<file path="src/rtl/irq_pkg.sv">
// Shared constants for the interrupt controller: FSM encoding, register map,
// default number of interrupt sources.
package irq_pkg;

  localparam int NUM_IRQ_DEF = 8;

  // State encoding is visible in STATUS[5:4], so the values are fixed.
  typedef enum logic [1:0] {
    ST_IDLE    = 2'd0,
    ST_REQ     = 2'd1,
    ST_SERVICE = 2'd2
  } irq_state_e;

  localparam logic [1:0] ADDR_MASK     = 2'd0;
  localparam logic [1:0] ADDR_PENDING  = 2'd1;
  localparam logic [1:0] ADDR_OVERFLOW = 2'd2;
  localparam logic [1:0] ADDR_STATUS   = 2'd3;

endpackage

</file>
<file path="src/rtl/irq_controller_if.sv">
// Interrupt request handshake between the controller and the core.
//
// Handshake: the controller raises irq with a stable irq_id and holds both
// until it sees irq_ack (one-cycle pulse) or withdraws the request because
// the source was masked or its pending bit was cleared. After irq_ack the
// core runs the handler and signals completion with a one-cycle irq_eoi; no
// new request is raised between irq_ack and irq_eoi.
interface irq_controller_if #(
  parameter int ID_W = 3
);
  logic            irq;
  logic [ID_W-1:0] irq_id;
  logic            irq_ack;
  logic            irq_eoi;

  modport master (output irq, output irq_id, input irq_ack, input irq_eoi);
  modport slave  (input irq, input irq_id, output irq_ack, output irq_eoi);
endinterface

</file>
<file path="src/rtl/irq_sync_edge.sv">
// One interrupt line: two-flop synchronizer followed by rising-edge detect.
module irq_sync_edge (
  input  logic ph1,
  input  logic reset,
  input  logic din,
  output logic rise_o
);
  logic s1_q, s1_d;
  logic s2_q, s2_d;
  logic prev_q, prev_d;

  // Shift the raw line through the synchronizer and the history flop.
  always_comb begin
    s1_d   = din;
    s2_d   = s1_q;
    prev_d = s2_q;
  end

  // Synchronizer and history registers.
  always_ff @(posedge ph1 or negedge reset) begin
    if (!reset) begin
      s1_q   <= 1'b0;
      s2_q   <= 1'b0;
      prev_q <= 1'b0;
    end else begin
      s1_q   <= s1_d;
      s2_q   <= s2_d;
      prev_q <= prev_d;
    end
  end

  assign rise_o = s2_q & ~prev_q;
endmodule

</file>
<file path="src/rtl/irq_controller.sv">
// Interrupt controller: latches rising edges as pending, masks them, picks the
// lowest enabled index and presents it to the core with req/ack/eoi.
module irq_controller
  import irq_pkg::*;
#(
  parameter int         NUM_IRQ    = NUM_IRQ_DEF,
  parameter int         ID_W       = 3,
  parameter logic [7:0] MASK_RESET = 8'hFF
) (
  input  logic               ph1,
  input  logic               reset,
  input  logic [NUM_IRQ-1:0] interrupts,
  input  logic               cfg_we,
  input  logic [1:0]         cfg_addr,
  input  logic [7:0]         cfg_wdata,
  output logic [7:0]         cfg_rdata,
  irq_controller_if.master   core,
  output irq_state_e         dbg_state
);
  logic [NUM_IRQ-1:0] rise;
  logic [NUM_IRQ-1:0] pending_q, pending_d;
  logic [NUM_IRQ-1:0] overflow_q, overflow_d;
  logic [NUM_IRQ-1:0] mask_q, mask_d;
  logic [NUM_IRQ-1:0] req_vec, ack_clr;
  irq_state_e         state_q, state_d;
  logic               irq_q, irq_d;
  logic [ID_W-1:0]    irq_id_q, irq_id_d;
  logic [ID_W-1:0]    in_service_q, in_service_d;
  logic [ID_W-1:0]    winner;
  logic [7:0]         cfg_rdata_q, cfg_rdata_d;
  logic               ack_take;
  logic               wr_mask, wr_pend, wr_ovf;

  for (genvar i = 0; i < NUM_IRQ; i++) begin : g_line
    irq_sync_edge u_sync (.ph1(ph1), .reset(reset), .din(interrupts[i]), .rise_o(rise[i]));
  end

  assign wr_mask = cfg_we && (cfg_addr == ADDR_MASK);
  assign wr_pend = cfg_we && (cfg_addr == ADDR_PENDING);
  assign wr_ovf  = cfg_we && (cfg_addr == ADDR_OVERFLOW);
  assign req_vec = pending_q & mask_q;

  // Fixed priority: the lowest requesting index wins.
  always_comb begin
    winner = '0;
    for (int i = NUM_IRQ - 1; i >= 0; i--) begin
      if (req_vec[i]) winner = ID_W'(i);
    end
  end

  // Request FSM: arbitrate in IDLE, hold the id in REQ, wait for eoi in SERVICE.
  always_comb begin
    state_d      = state_q;
    irq_d        = irq_q;
    irq_id_d     = irq_id_q;
    in_service_d = in_service_q;
    ack_take     = 1'b0;
    case (state_q)
      ST_IDLE: begin
        if (|req_vec) begin
          state_d  = ST_REQ;
          irq_id_d = winner;
          irq_d    = 1'b1;
        end
      end
      ST_REQ: begin
        if (core.irq_ack) begin
          ack_take     = 1'b1;
          in_service_d = irq_id_q;
          irq_d        = 1'b0;
          state_d      = ST_SERVICE;
        end else if ((wr_mask && !cfg_wdata[irq_id_q]) ||
                     (wr_pend && cfg_wdata[irq_id_q])) begin
          irq_d   = 1'b0;
          state_d = ST_IDLE;
        end
      end
      ST_SERVICE: begin
        if (core.irq_eoi) state_d = ST_IDLE;
      end
      default: begin
        state_d = ST_IDLE;
        irq_d   = 1'b0;
      end
    endcase
  end

  // Pending/overflow/mask updates; a new edge always wins over a clear.
  always_comb begin
    ack_clr    = ack_take ? ({{(NUM_IRQ-1){1'b0}}, 1'b1} << irq_id_q) : '0;
    pending_d  = pending_q;
    overflow_d = overflow_q;
    mask_d     = mask_q;
    if (wr_pend) pending_d = pending_d & ~cfg_wdata[NUM_IRQ-1:0];
    if (wr_ovf)  overflow_d = overflow_d & ~cfg_wdata[NUM_IRQ-1:0];
    if (wr_mask) mask_d = cfg_wdata[NUM_IRQ-1:0];
    pending_d  = (pending_d & ~ack_clr) | rise;
    overflow_d = overflow_d | (rise & pending_q);
  end

  // Registered read mux, updated every cycle.
  always_comb begin
    cfg_rdata_d = '0;
    case (cfg_addr)
      ADDR_MASK:     cfg_rdata_d[NUM_IRQ-1:0] = mask_q;
      ADDR_PENDING:  cfg_rdata_d[NUM_IRQ-1:0] = pending_q;
      ADDR_OVERFLOW: cfg_rdata_d[NUM_IRQ-1:0] = overflow_q;
      default:       cfg_rdata_d = {2'b00, state_q, 3'(in_service_q), irq_q};
    endcase
  end

  // All controller state.
  always_ff @(posedge ph1 or negedge reset) begin
    if (!reset) begin
      state_q      <= ST_IDLE;
      irq_q        <= 1'b0;
      irq_id_q     <= '0;
      in_service_q <= '0;
      pending_q    <= '0;
      overflow_q   <= '0;
      mask_q       <= MASK_RESET[NUM_IRQ-1:0];
      cfg_rdata_q  <= '0;
    end else begin
      state_q      <= state_d;
      irq_q        <= irq_d;
      irq_id_q     <= irq_id_d;
      in_service_q <= in_service_d;
      pending_q    <= pending_d;
      overflow_q   <= overflow_d;
      mask_q       <= mask_d;
      cfg_rdata_q  <= cfg_rdata_d;
    end
  end

  assign core.irq    = irq_q;
  assign core.irq_id = irq_id_q;
  assign cfg_rdata   = cfg_rdata_q;
  assign dbg_state   = state_q;
endmodule

</file>
<file path="src/flat_wrapper.sv">
// flat-port wrapper written by rule: the top's interface ports become plain ports
module irq_controller_flat import irq_pkg::*;
#(
  parameter int         NUM_IRQ    = NUM_IRQ_DEF,
  parameter int         ID_W       = 3,
  parameter logic [7:0] MASK_RESET = 8'hFF
)
  (ph1, reset, interrupts, cfg_we, cfg_addr, cfg_wdata, cfg_rdata, dbg_state, core_irq, core_irq_id, core_irq_ack, core_irq_eoi);
  irq_controller_if #(.ID_W(ID_W)) core_i ();
  input  logic ph1;
  input  logic reset;
  input  logic [NUM_IRQ-1:0] interrupts;
  input  logic cfg_we;
  input  logic [1:0] cfg_addr;
  input  logic [7:0] cfg_wdata;
  output logic [7:0] cfg_rdata;
  output irq_state_e dbg_state;
  output wire logic [$bits(core_i.irq)-1:0] core_irq;
  output wire logic [$bits(core_i.irq_id)-1:0] core_irq_id;
  input wire logic [$bits(core_i.irq_ack)-1:0] core_irq_ack;
  input wire logic [$bits(core_i.irq_eoi)-1:0] core_irq_eoi;
  assign core_irq = core_i.irq;
  assign core_irq_id = core_i.irq_id;
  assign core_i.irq_ack = core_irq_ack;
  assign core_i.irq_eoi = core_irq_eoi;
  irq_controller #(.NUM_IRQ(NUM_IRQ), .ID_W(ID_W), .MASK_RESET(MASK_RESET)) u_core (.ph1(ph1), .reset(reset), .interrupts(interrupts), .cfg_we(cfg_we), .cfg_addr(cfg_addr), .cfg_wdata(cfg_wdata), .cfg_rdata(cfg_rdata), .core(core_i), .dbg_state(dbg_state));
endmodule
</file>
<file path="config.mk">
export PLATFORM = sky130hd
export DESIGN_NAME = irq_controller_flat
export DESIGN_NICKNAME = d
export VERILOG_FILES = /design/src/rtl/irq_pkg.sv /design/src/rtl/irq_controller_if.sv /design/src/rtl/irq_sync_edge.sv /design/src/rtl/irq_controller.sv /design/src/flat_wrapper.sv
export SDC_FILE = /design/constraint.sdc
export NUM_CORES = 1
export LEC_CHECK = 0
export CORE_MARGIN = 3
export CORE_UTILIZATION = 55
export DETAILED_ROUTE_END_ITERATION = 16
export PLACE_DENSITY = 0.81
export SLEW_MARGIN = 25
export SYNTH_ARGS = -nofsm -noshare
export SYNTH_HDL_FRONTEND = slang
export SYNTH_SLANG_ARGS = --single-unit
</file>
<file path="constraint.sdc">
create_clock -name ph1 -period 3.68 [get_ports ph1]
set_input_delay 0.736 -clock ph1 [delete_from_list [all_inputs] [get_ports ph1]]
set_output_delay 0.736 -clock ph1 [all_outputs]
set_load 0.02 [all_outputs]
</file>
==> results of run 1 <==
[state kept, by name, indices dropped and copies added, names as in the netlist]
| signal | count |
|---|---|
| u_core.g_line.u_sync.s1_q | 8 |
| u_core.mask_q | 8 |
| u_core.core.irq_id | 3 |
| u_core.pending_q | 8 |
| u_core.g_line.u_sync.prev_d | 8 |
| u_core.g_line.u_sync.prev_q | 8 |
| u_core.cfg_rdata | 8 |
| u_core.in_service_q | 3 |
| u_core.dbg_state | 2 |
| u_core.core.irq | 1 |
| u_core.overflow_q | 8 |
[cell type report]
class	instances	area, sq um
Tap cell	52	65.1
Clock inverter	4	28.8
Timing Repair Buffer	39	378
Sequential cell	65	1640
Fill cell	317	1270
Multi-Input combinational cell	120	922
Inverter	15	56.3
Clock buffer	11	151
[worst reg2reg max path, cell delays in order, from the launching register on]
cell	delay [ns]
dfrtp_1	0.62
mux2_2	0.41
a2bb2oi_2	0.16
o211ai_2	0.11
mux2_4	0.33
o41ai_2	0.18
[cells in the final DEF, fill, tap and decap left out, types with 2 or more instances in the layout]
master / instances
dfrtp_1: 57
clkdlybuf4s50_1: 35
nand2_1: 31
inv_1: 15
o21ai_0: 11
mux2_2: 11
clkbuf_8: 11
a32o_1: 10
dfstp_2: 8
mux4_2: 6
o211ai_1: 6
a21oi_1: 6
nor2_1: 5
nor3b_1: 4
a22oi_1: 4
mux2i_1: 3
buf_4: 3
nor2b_1: 2
and2_1: 2
or3_1: 2
a22o_1: 2
clkinvlp_4: 2
[kinds of logic after synthesis]
kind of cell | count (synthesis)
flops | 65
simple gates | 53
compound gates | 46
buf+inv | 24
mux | 21
[layer usage]
layer  track usage (%)  routed length (microns)  share of wire [%]  up-vias
li1                  -                        -                  -      830
met1              28.3                     2270                 43      878
met2              32.9                     2570                 49       80
met3              7.39                      343                6.5       16
met4              9.90                       97                1.8        0
met5                 0                        0                  0        -
[power by group through the flow]
| stage | sequential, uW | clock, uW | combinational (uW) |
|---|---|---|---|
| after global placement | 1050 | 0 | 608 |
| after floorplan | 1040 | 0 | 388 |
| final | 1050 | 532 | 625 |
| after CTS | 1040 | 550 | 626 |
| after detailed placement | 1050 | 0 | 623 |
| after global routing | 1070 | 579 | 687 |
[path summary, 6_finish.rpt]
check	cells past startpoint	start	slack (ns)	endpoint
worst max register to register	5	u_core.core.irq_id[1]$_DFFE_PN0P_	1.78	u_core.dbg_state[0]$_DFFE_PN0P_
worst min-delay path	0	u_core.g_line[1].u_sync.s1_q$_DFF_PN0_	0.34	u_core.g_line[1].u_sync.prev_d$_DFF_PN0_
worst min register to register	0	u_core.g_line[1].u_sync.s1_q$_DFF_PN0_	0.34	u_core.g_line[1].u_sync.prev_d$_DFF_PN0_
worst max-delay path	5	cfg_addr[0]	1.25	u_core.pending_q[0]$_DFF_PN0_
max in group asynchronous	2	reset	2.60	u_core.core.irq_id[1]$_DFFE_PN0P_
min in group asynchronous	2	reset	0.55	u_core.overflow_q[5]$_DFF_PN0_
[metrics by stage]
step	instance area (sq um)	instances
4_1_cts	3240	306
6_report	3240	306
3_5_place_dp	3060	291
2_1_floorplan	2660	209
5_1_grt	3240	306
3_3_place_gp	3060	291
==> flow_metrics.env, run 1 <==
export IMPL_synth_fp_nets=232
export IMPL_post_drt_via_cell_ratio=5.90
export IMPL_tns_ns=0
export IMPL_async_flop_share_pct=100
export IMPL_cp_top_family="buffers and inverters"
export IMPL_max_stage_delay_ns=0.82
export IMPL_fp_dieArea_sq_um=5710
export IMPL_synthXorXnorAreaFrac_pct=0
export IMPL_die_height_microns=75.6
export IMPL_first_pass_iters=5
export IMPL_clk_pin_slew_ns=0.07
export IMPL_synthSimpleGateAreaFrac_pct=9.96
export IMPL_core_area_sq_um=4500
export IMPL_final_nets=273
export IMPL_io_pins=37
export IMPL_grt_pass1_vias=1842
export IMPL_yosysTopAreaCell="dfrtp_1"
export IMPL_synth_cell_type_count=37
export IMPL_ant_nets=0
export IMPL_cts_tree="yes"
export IMPL_hp_class="register to register"
export IMPL_rsz0062_at_grt="no"
export IMPL_routedWlPerCell_microns=17.3
export IMPL_setup_viol=0
export IMPL_worstPathCellList="clkdlybuf4s50_1 > nor2b_1 > and2_1 > nand2_1 > a32o_1"
export IMPL_cts_inserted_buffers=9
export IMPL_yosysSeqAreaShare_pct=61.4
export IMPL_status="finished clean"
export IMPL_cp_required_ns=3.91
export IMPL_gr_total_overflow=0
export IMPL_synthCells=209
export IMPL_post_route_drc_count=0
export IMPL_drive_gt1_share_pct=19.3
export IMPL_synth_top_family_by_area="compound AO/OA/AOI/OAI gates"
export IMPL_synth_main_ff_cell="dfrtp_1"
export IMPL_maxSlewHeadroom_pct=47.9
export IMPL_start_kind="primary input"
export IMPL_cp_end_kind="register"
export IMPL_p_leak_uw=0.00136
export IMPL_setup_slack_ns=1.25
export IMPL_p_switching_uw=724
export IMPL_grt_max_degree=66
export IMPL_cts_root_buf="clkbuf_8"
export IMPL_drv_slew=0
export IMPL_skew_ns=0.00695
export IMPL_worst_slew_pin_slew_ns=0.782
export IMPL_ys_warn_count=0
export IMPL_insertion_delay_ns=0.34
export IMPL_period_share_pct=66.0
export IMPL_comb_power_share_pct=28.4
export IMPL_synth_top_cell_area_share_pct=53.5
export IMPL_grt_pass1_wl_mm=8.80
export IMPL_ctsHoldBuffers=0
export IMPL_path_max_fanout=11
export IMPL_yosys_mux_area_fraction_pct=11.4
export IMPL_fin_util_pct=71.9
export IMPL_powerDensity_nw_per_um2=681
export IMPL_port_buffers=36
export IMPL_cts_setup_buffers=0
export IMPL_critPathBufInv=1
export IMPL_dp_hpwl_mm=3.57
export IMPL_wirelength_mm=5.28
export IMPL_synth_commonest_cells="57 x dfrtp_1, 31 x nand2_1, 15 x inv_1"
export IMPL_max_freq_mhz=412
export IMPL_cts_path_max_buffers=2
export IMPL_worst_hold_slack_ns=0.344
export IMPL_p_int_uw=1480
export IMPL_track_usage_pct=21.6
export IMPL_switching_share_pct=32.9
export IMPL_synth_most_common_cell="dfrtp_1"
export IMPL_ys_ff_latch=65
export IMPL_area_delta_synth_final_pct=21.6
export IMPL_period_needed_ns=2.43
export IMPL_drt_iter0_drc=156
export IMPL_pwr_share_clk_pct=24.2
export IMPL_crit_slowest_cell="clkdlybuf4s50_1"
export IMPL_maxCapViolations=0
export IMPL_hold_violations=0
export IMPL_place_congestion=0.860
export IMPL_start_util_pct=59.1
export IMPL_rows=24
export IMPL_syn_area_sq_um=2660
export IMPL_ys_top_cells_by_area="dfrtp_1 54%, dfstp_2 7.9%, mux4_2 5.1%"
export IMPL_power_uw=2200
export IMPL_setup_worst_path_class="primary input to register"
export IMPL_synthAdderAreaFrac_pct=0
export IMPL_ir_drop_v=0.000398
export IMPL_antenna_found_initial=0
export IMPL_avgSynthCellArea_sq_um=12.7
export IMPL_cp_arrival_ns=2.66
export IMPL_pre_cts_ws_ns=0.889
export IMPL_die_w_microns=75.6
export IMPL_htreeDepth=3
export IMPL_cts_sinks=65
export IMPL_synth_compound_area_share_pct=13.2
export IMPL_synth_edf_count=0
export IMPL_power_share_sequential_pct=47.5
export IMPL_num_antenna_cells=0
export IMPL_num_vias=1804
export IMPL_cts_resized=0
Note: power is estimated with default switching activity, not from simulation.
==> run 2: changes to the inputs <==
CORE_UTILIZATION = 48   (was 55)
PLACE_DENSITY = 0.75   (was 0.81)
clock period = 2.2 ns   (was 3.68 ns; I/O delays follow)
==> flow_metrics.env, run 2 (same netlist as run 1, synthesis figures left out) <==
export IMPL_status="finished clean"
export IMPL_drv_slew=0
export IMPL_hold_violations=0
export IMPL_htreeDepth=3
export IMPL_drive_gt1_share_pct=21.7
export IMPL_gr_total_overflow=0
export IMPL_maxSlewHeadroom_pct=61.9
export IMPL_maxCapViolations=0
export IMPL_hp_class="primary input to asynchronous set/reset pin"
export IMPL_layout_cells_most_common_list="57 x dfrtp_1, 35 x clkdlybuf4s50_1, 31 x nand2_1"
export IMPL_post_drt_via_cell_ratio=5.53
export IMPL_comb_power_share_pct=28.8
export IMPL_first_pass_iters=5
export IMPL_fp_dieArea_sq_um=6480
export IMPL_p_leak_uw=0.00142
export IMPL_skew_ns=0.00622
export IMPL_multi_input_comb_area_sq_um=922
export IMPL_crit_cells=1
export IMPL_grt_pass1_vias=1817
export IMPL_die_w_microns=80.5
export IMPL_start_util_pct=50.9
export IMPL_core_area_sq_um=5240
export IMPL_grt_pass1_wl_mm=8.92
export IMPL_final_nets=282
export IMPL_wirelength_mm=5.39
export IMPL_critPathBufInv=1
export IMPL_path_max_fanout=14
export IMPL_cts_inserted_buffers=9
export IMPL_period_share_pct=93.6
export IMPL_powerDensity_nw_per_um2=1140
export IMPL_cts_setup_buffers=0
export IMPL_seqCellArea_sq_um=1640
export IMPL_dp_cells=318
export IMPL_antenna_found_initial=0
export IMPL_cts_sinks=65
export IMPL_p_switching_uw=1190
export IMPL_crit_slowest_cell="clkdlybuf4s50_1"
export IMPL_cts_tree="yes"
export IMPL_cp_top_family="buffers and inverters"
export IMPL_power_share_sequential_pct=45.2
export IMPL_final_common_cell="dfrtp_1"
export IMPL_max_stage_delay_ns=0.69
export IMPL_num_antenna_cells=0
export IMPL_post_route_drc_count=0
export IMPL_rows=26
export IMPL_setup_worst_path_class="register to primary output"
export IMPL_pwr_share_clk_pct=26.0
export IMPL_r2r_end="u_core.dbg_state[0]$_DFFE_PN0P_"
export IMPL_ff2ff_path_depth=5
export IMPL_cts_resized=0
export IMPL_ir_drop_v=0.000598
export IMPL_crit_start="u_core.core.irq_id[0]$_DFFE_PN0P_"
export IMPL_routedWlPerCell_microns=16.2
export IMPL_final_cells=333
export IMPL_tns_ns=0
export IMPL_critPathCapture="core_irq_id[0]"
export IMPL_setup_viol=0
export IMPL_ctsHoldBuffers=0
export IMPL_port_buffers=36
export IMPL_place_congestion=0.832
export IMPL_grt_max_degree=66
export IMPL_drt_iter0_drc=176
export IMPL_io_pins=37
export IMPL_fill_cells=414
export IMPL_power_uw=3810
export IMPL_worstPathCellList="clkdlybuf4s50_1"
export IMPL_period_needed_ns=2.06
export IMPL_cp_end_kind="primary output"
export IMPL_ant_nets=0
export IMPL_reg2reg_from="u_core.core.irq_id[0]$_DFFE_PN0P_"
export IMPL_p_int_uw=2620
export IMPL_track_usage_pct=19.0
export IMPL_clk_pin_slew_ns=0.07
export IMPL_start_kind="register"
export IMPL_switching_share_pct=31.3
export IMPL_dp_hpwl_mm=3.70
export IMPL_cp_required_ns=1.76
export IMPL_insertion_delay_ns=0.33
export IMPL_max_freq_mhz=486
export IMPL_reg2reg_slack_ns=0.43
export IMPL_cts_root_buf="clkbuf_8"
export IMPL_worst_slew_pin_slew_ns=0.565
export IMPL_rsz0062_at_grt="no"
export IMPL_cts_path_max_buffers=2
export IMPL_num_vias=1840
export IMPL_cp_arrival_ns=1.62
export IMPL_die_height_microns=80.5
export IMPL_area_delta_synth_final_pct=26.0
export IMPL_setup_slack_ns=0.141
export IMPL_pre_cts_ws_ns=0.0998
## run 2: worst min-delay path by stage
stage,from,to,slack [ns],depth (start not counted)
after global routing,reset,u_core.g_line[4].u_sync.prev_d$_DFF_PN0_,0.11,2
after global placement,u_core.g_line[2].u_sync.s1_q$_DFF_PN0_,u_core.g_line[2].u_sync.prev_d$_DFF_PN0_,0.33,0
after floorplan,reset,u_core.cfg_rdata[0]$_DFF_PN0_,0.14,0
after detailed placement,u_core.g_line[1].u_sync.s1_q$_DFF_PN0_,u_core.g_line[1].u_sync.prev_d$_DFF_PN0_,0.34,0
final,reset,u_core.g_line[4].u_sync.s1_q$_DFF_PN0_,0.11,2
after CTS,reset,u_core.g_line[4].u_sync.prev_d$_DFF_PN0_,0.11,2
## run 2: layout make-up
type | count | share of cell area [%]
clock buffer | 12 | 4.62
tap | 70 | 2.61
clock inverter | 3 | 1.19
inverter | 15 | 1.68
sequential | 65 | 48.8
timing repair buffer | 48 | 13.6
multi-input combinational | 120 | 27.5
## run 2: through the flow
| stage | util [%] | instance area [sq um] | hold slack, ns |
|---|---|---|---|
| 2_1_floorplan | - | 2660 | 0.144 |
| 3_3_place_gp | 60.3 | 3160 | 0.332 |
| 3_5_place_dp | 60.3 | 3160 | 0.336 |
| 4_1_cts | 64.1 | 3360 | 0.111 |
| 5_1_grt | 64.1 | 3360 | 0.111 |
| 6_report | 64.1 | 3360 | 0.106 |
## run 2: power groups by stage
stage / clock network [uW] / logic, uW / registers [uW]
2_1_floorplan: 0 / 650 / 1740
3_3_place_gp: 0 / 1080 / 1730
3_5_place_dp: 0 / 1100 / 1740
4_1_cts: 1020 / 1110 / 1720
5_1_grt: 1070 / 1200 / 1770
6_report: 990 / 1100 / 1730
## run 2: layer usage
| metal | vias up | routed length, microns | GRT usage (%) |
|---|---|---|---|
| met5 | - | 0 | 0 |
| met4 | 0 | 95 | 8.61 |
| met3 | 8 | 356 | 5.72 |
| met2 | 64 | 2650 | 28.3 |
| met1 | 923 | 2290 | 25.5 |
| li1 | 845 | - | - |
==> run 3: changes to the inputs <==
ABC_AREA = 1   (was default)
PLACE_DENSITY = 0.73   (was 0.75)
==> flow_metrics.env, run 3 <==
export IMPL_status="finished clean"
export IMPL_final_common_cell="nand2_1"
export IMPL_dp_cells=374
export IMPL_num_vias=2000
export IMPL_synth_edf_count=0
export IMPL_synth_fp_nets=293
export IMPL_clk_pin_slew_ns=0.07
export IMPL_p_leak_uw=0.00154
export IMPL_max_stage_delay_ns=0.68
export IMPL_die_height_microns=80.6
export IMPL_period_share_pct=93.0
export IMPL_dp_hpwl_mm=4.19
export IMPL_synth_top_cell_area_share_pct=53.4
export IMPL_htreeDepth=3
export IMPL_start_util_pct=51.0
export IMPL_num_antenna_cells=0
export IMPL_place_congestion=0.926
export IMPL_pre_cts_ws_ns=0.225
export IMPL_grt_max_degree=43
export IMPL_hp_class="primary input to asynchronous set/reset pin"
export IMPL_insertion_delay_ns=0.34
export IMPL_powerDensity_nw_per_um2=1050
export IMPL_setup_worst_path_class="register to primary output"
export IMPL_crit_slowest_cell="clkdlybuf4s50_1"
export IMPL_core_area_sq_um=5240
export IMPL_async_flop_share_pct=100
export IMPL_ys_warn_count=0
export IMPL_worstPathCellList="clkdlybuf4s50_1"
export IMPL_antenna_found_initial=0
export IMPL_max_freq_mhz=489
export IMPL_synth_cell_type_count=29
export IMPL_cp_arrival_ns=1.61
export IMPL_grt_pass1_vias=2017
export IMPL_cts_tree="yes"
export IMPL_synthCells=270
export IMPL_synth_commonest_cells="69 x nand2_1, 57 x dfrtp_1, 40 x o21ai_0"
export IMPL_drt_iter0_drc=162
export IMPL_fp_dieArea_sq_um=6500
export IMPL_ys_top_cells_by_area="dfrtp_1 53%, nand2_1 9.7%, dfstp_2 7.9%"
export IMPL_grt_pass1_wl_mm=9.72
export IMPL_final_nets=338
export IMPL_cts_setup_buffers=0
export IMPL_rows=26
export IMPL_first_pass_iters=4
export IMPL_period_needed_ns=2.05
export IMPL_layout_cells_most_common_list="69 x nand2_1, 57 x dfrtp_1, 40 x o21ai_0"
export IMPL_worst_slew_pin_slew_ns=0.562
export IMPL_skew_ns=0.0111
export IMPL_rsz0062_at_grt="no"
export IMPL_cp_end_kind="primary output"
export IMPL_ys_ff_latch=65
export IMPL_cp_top_family="buffers and inverters"
export IMPL_cts_path_max_buffers=2
export IMPL_cts_root_buf="clkbuf_8"
export IMPL_synth_main_ff_cell="dfrtp_1"
export IMPL_ctsHoldBuffers=0
export IMPL_area_delta_synth_final_pct=23.1
export IMPL_drive_gt1_share_pct=17.2
export IMPL_start_kind="register"
export IMPL_post_drt_via_cell_ratio=5.13
export IMPL_cts_sinks=65
export IMPL_power_uw=3440
export IMPL_setup_viol=0
export IMPL_yosysTopAreaCell="dfrtp_1"
export IMPL_final_cells=390
export IMPL_post_route_drc_count=0
export IMPL_track_usage_pct=20.5
export IMPL_synth_most_common_cell="nand2_1"
export IMPL_critPathBufInv=1
export IMPL_tns_ns=0
export IMPL_maxCapViolations=0
export IMPL_maxSlewHeadroom_pct=62.5
export IMPL_avgSynthCellArea_sq_um=9.89
export IMPL_syn_area_sq_um=2670
export IMPL_setup_slack_ns=0.155
export IMPL_drv_slew=0
export IMPL_cts_resized=0
export IMPL_yosysSeqAreaShare_pct=61.3
export IMPL_io_pins=37
export IMPL_gr_total_overflow=0
export IMPL_cp_required_ns=1.76
export IMPL_die_w_microns=80.6
export IMPL_hold_violations=0
export IMPL_wirelength_mm=5.68
export IMPL_ir_drop_v=0.000504
export IMPL_ant_nets=0
export IMPL_routedWlPerCell_microns=14.6
export IMPL_cts_inserted_buffers=9
export IMPL_port_buffers=36
export IMPL_path_max_fanout=10
==> run 3: stage by stage <==
step	utilization, %	cell area [sq um]	hold slack [ns]
after floorplan	-	2670	0.144
after global placement	59.3	3110	0.332
after detailed placement	59.3	3110	0.336
after CTS	62.8	3290	0.0976
after global routing	62.8	3290	0.132
final	62.8	3290	0.0850
==> run 3: cell families after synthesis <==
family / count (synthesis) / share of synthesized area (%)
DFF: 65 / 61.3
buffers and inverters: 42 / 6.60
and+or+nand+nor: 98 / 17.0
AOI/OAI and AO/OA: 65 / 15.2
==> run 3: path summary, 6_finish.rpt <==
check / startpoint / to / slack (ns) / depth (start not counted)
worst max register to register: u_core.dbg_state[1]$_DFFE_PN0P_ / u_core.pending_q[6]$_DFF_PN0_ / 0.82 / 6
worst min-delay path: reset / u_core.pending_q[2]$_DFF_PN0_ / 0.09 / 1
worst min register to register: u_core.g_line[1].u_sync.s1_q$_DFF_PN0_ / u_core.g_line[1].u_sync.prev_d$_DFF_PN0_ / 0.34 / 0
worst max-delay path: u_core.core.irq_id[0]$_DFFE_PN0P_ / core_irq_id[0] / 0.15 / 1
min in group ph1: u_core.g_line[1].u_sync.s1_q$_DFF_PN0_ / u_core.g_line[1].u_sync.prev_d$_DFF_PN0_ / 0.34 / 0
max in group asynchronous: reset / u_core.mask_q[1]$_DFFE_PN1P_ / 1.45 / 2
==> run 3: cell type report <==
class / count / area [sq um]
inverter: 39 / 149
tap: 70 / 87.6
timing repair buffer: 37 / 375
multi-input combinational: 163 / 858
sequential: 65 / 1640
fill: 460 / 1950
clock buffer: 10 / 138
clock inverter: 6 / 43.8
==> run 3: power breakdown <==
group          internal, uW  total, uW  switching (uW)
Combinational           383        928             545
Sequential             1420       1600             181
Clock                   440        907             467
Total                  2240       3440            1190
==> run 3: metal layers <==
layer | GRT usage, % | wire length [microns] | vias up
met5 | 0 | 0 | -
met4 | 10.3 | 129 | 0
met2 | 32.9 | 2790 | 47
met3 | 4.26 | 285 | 11
li1 | - | - | 968
met1 | 26.2 | 2470 | 974
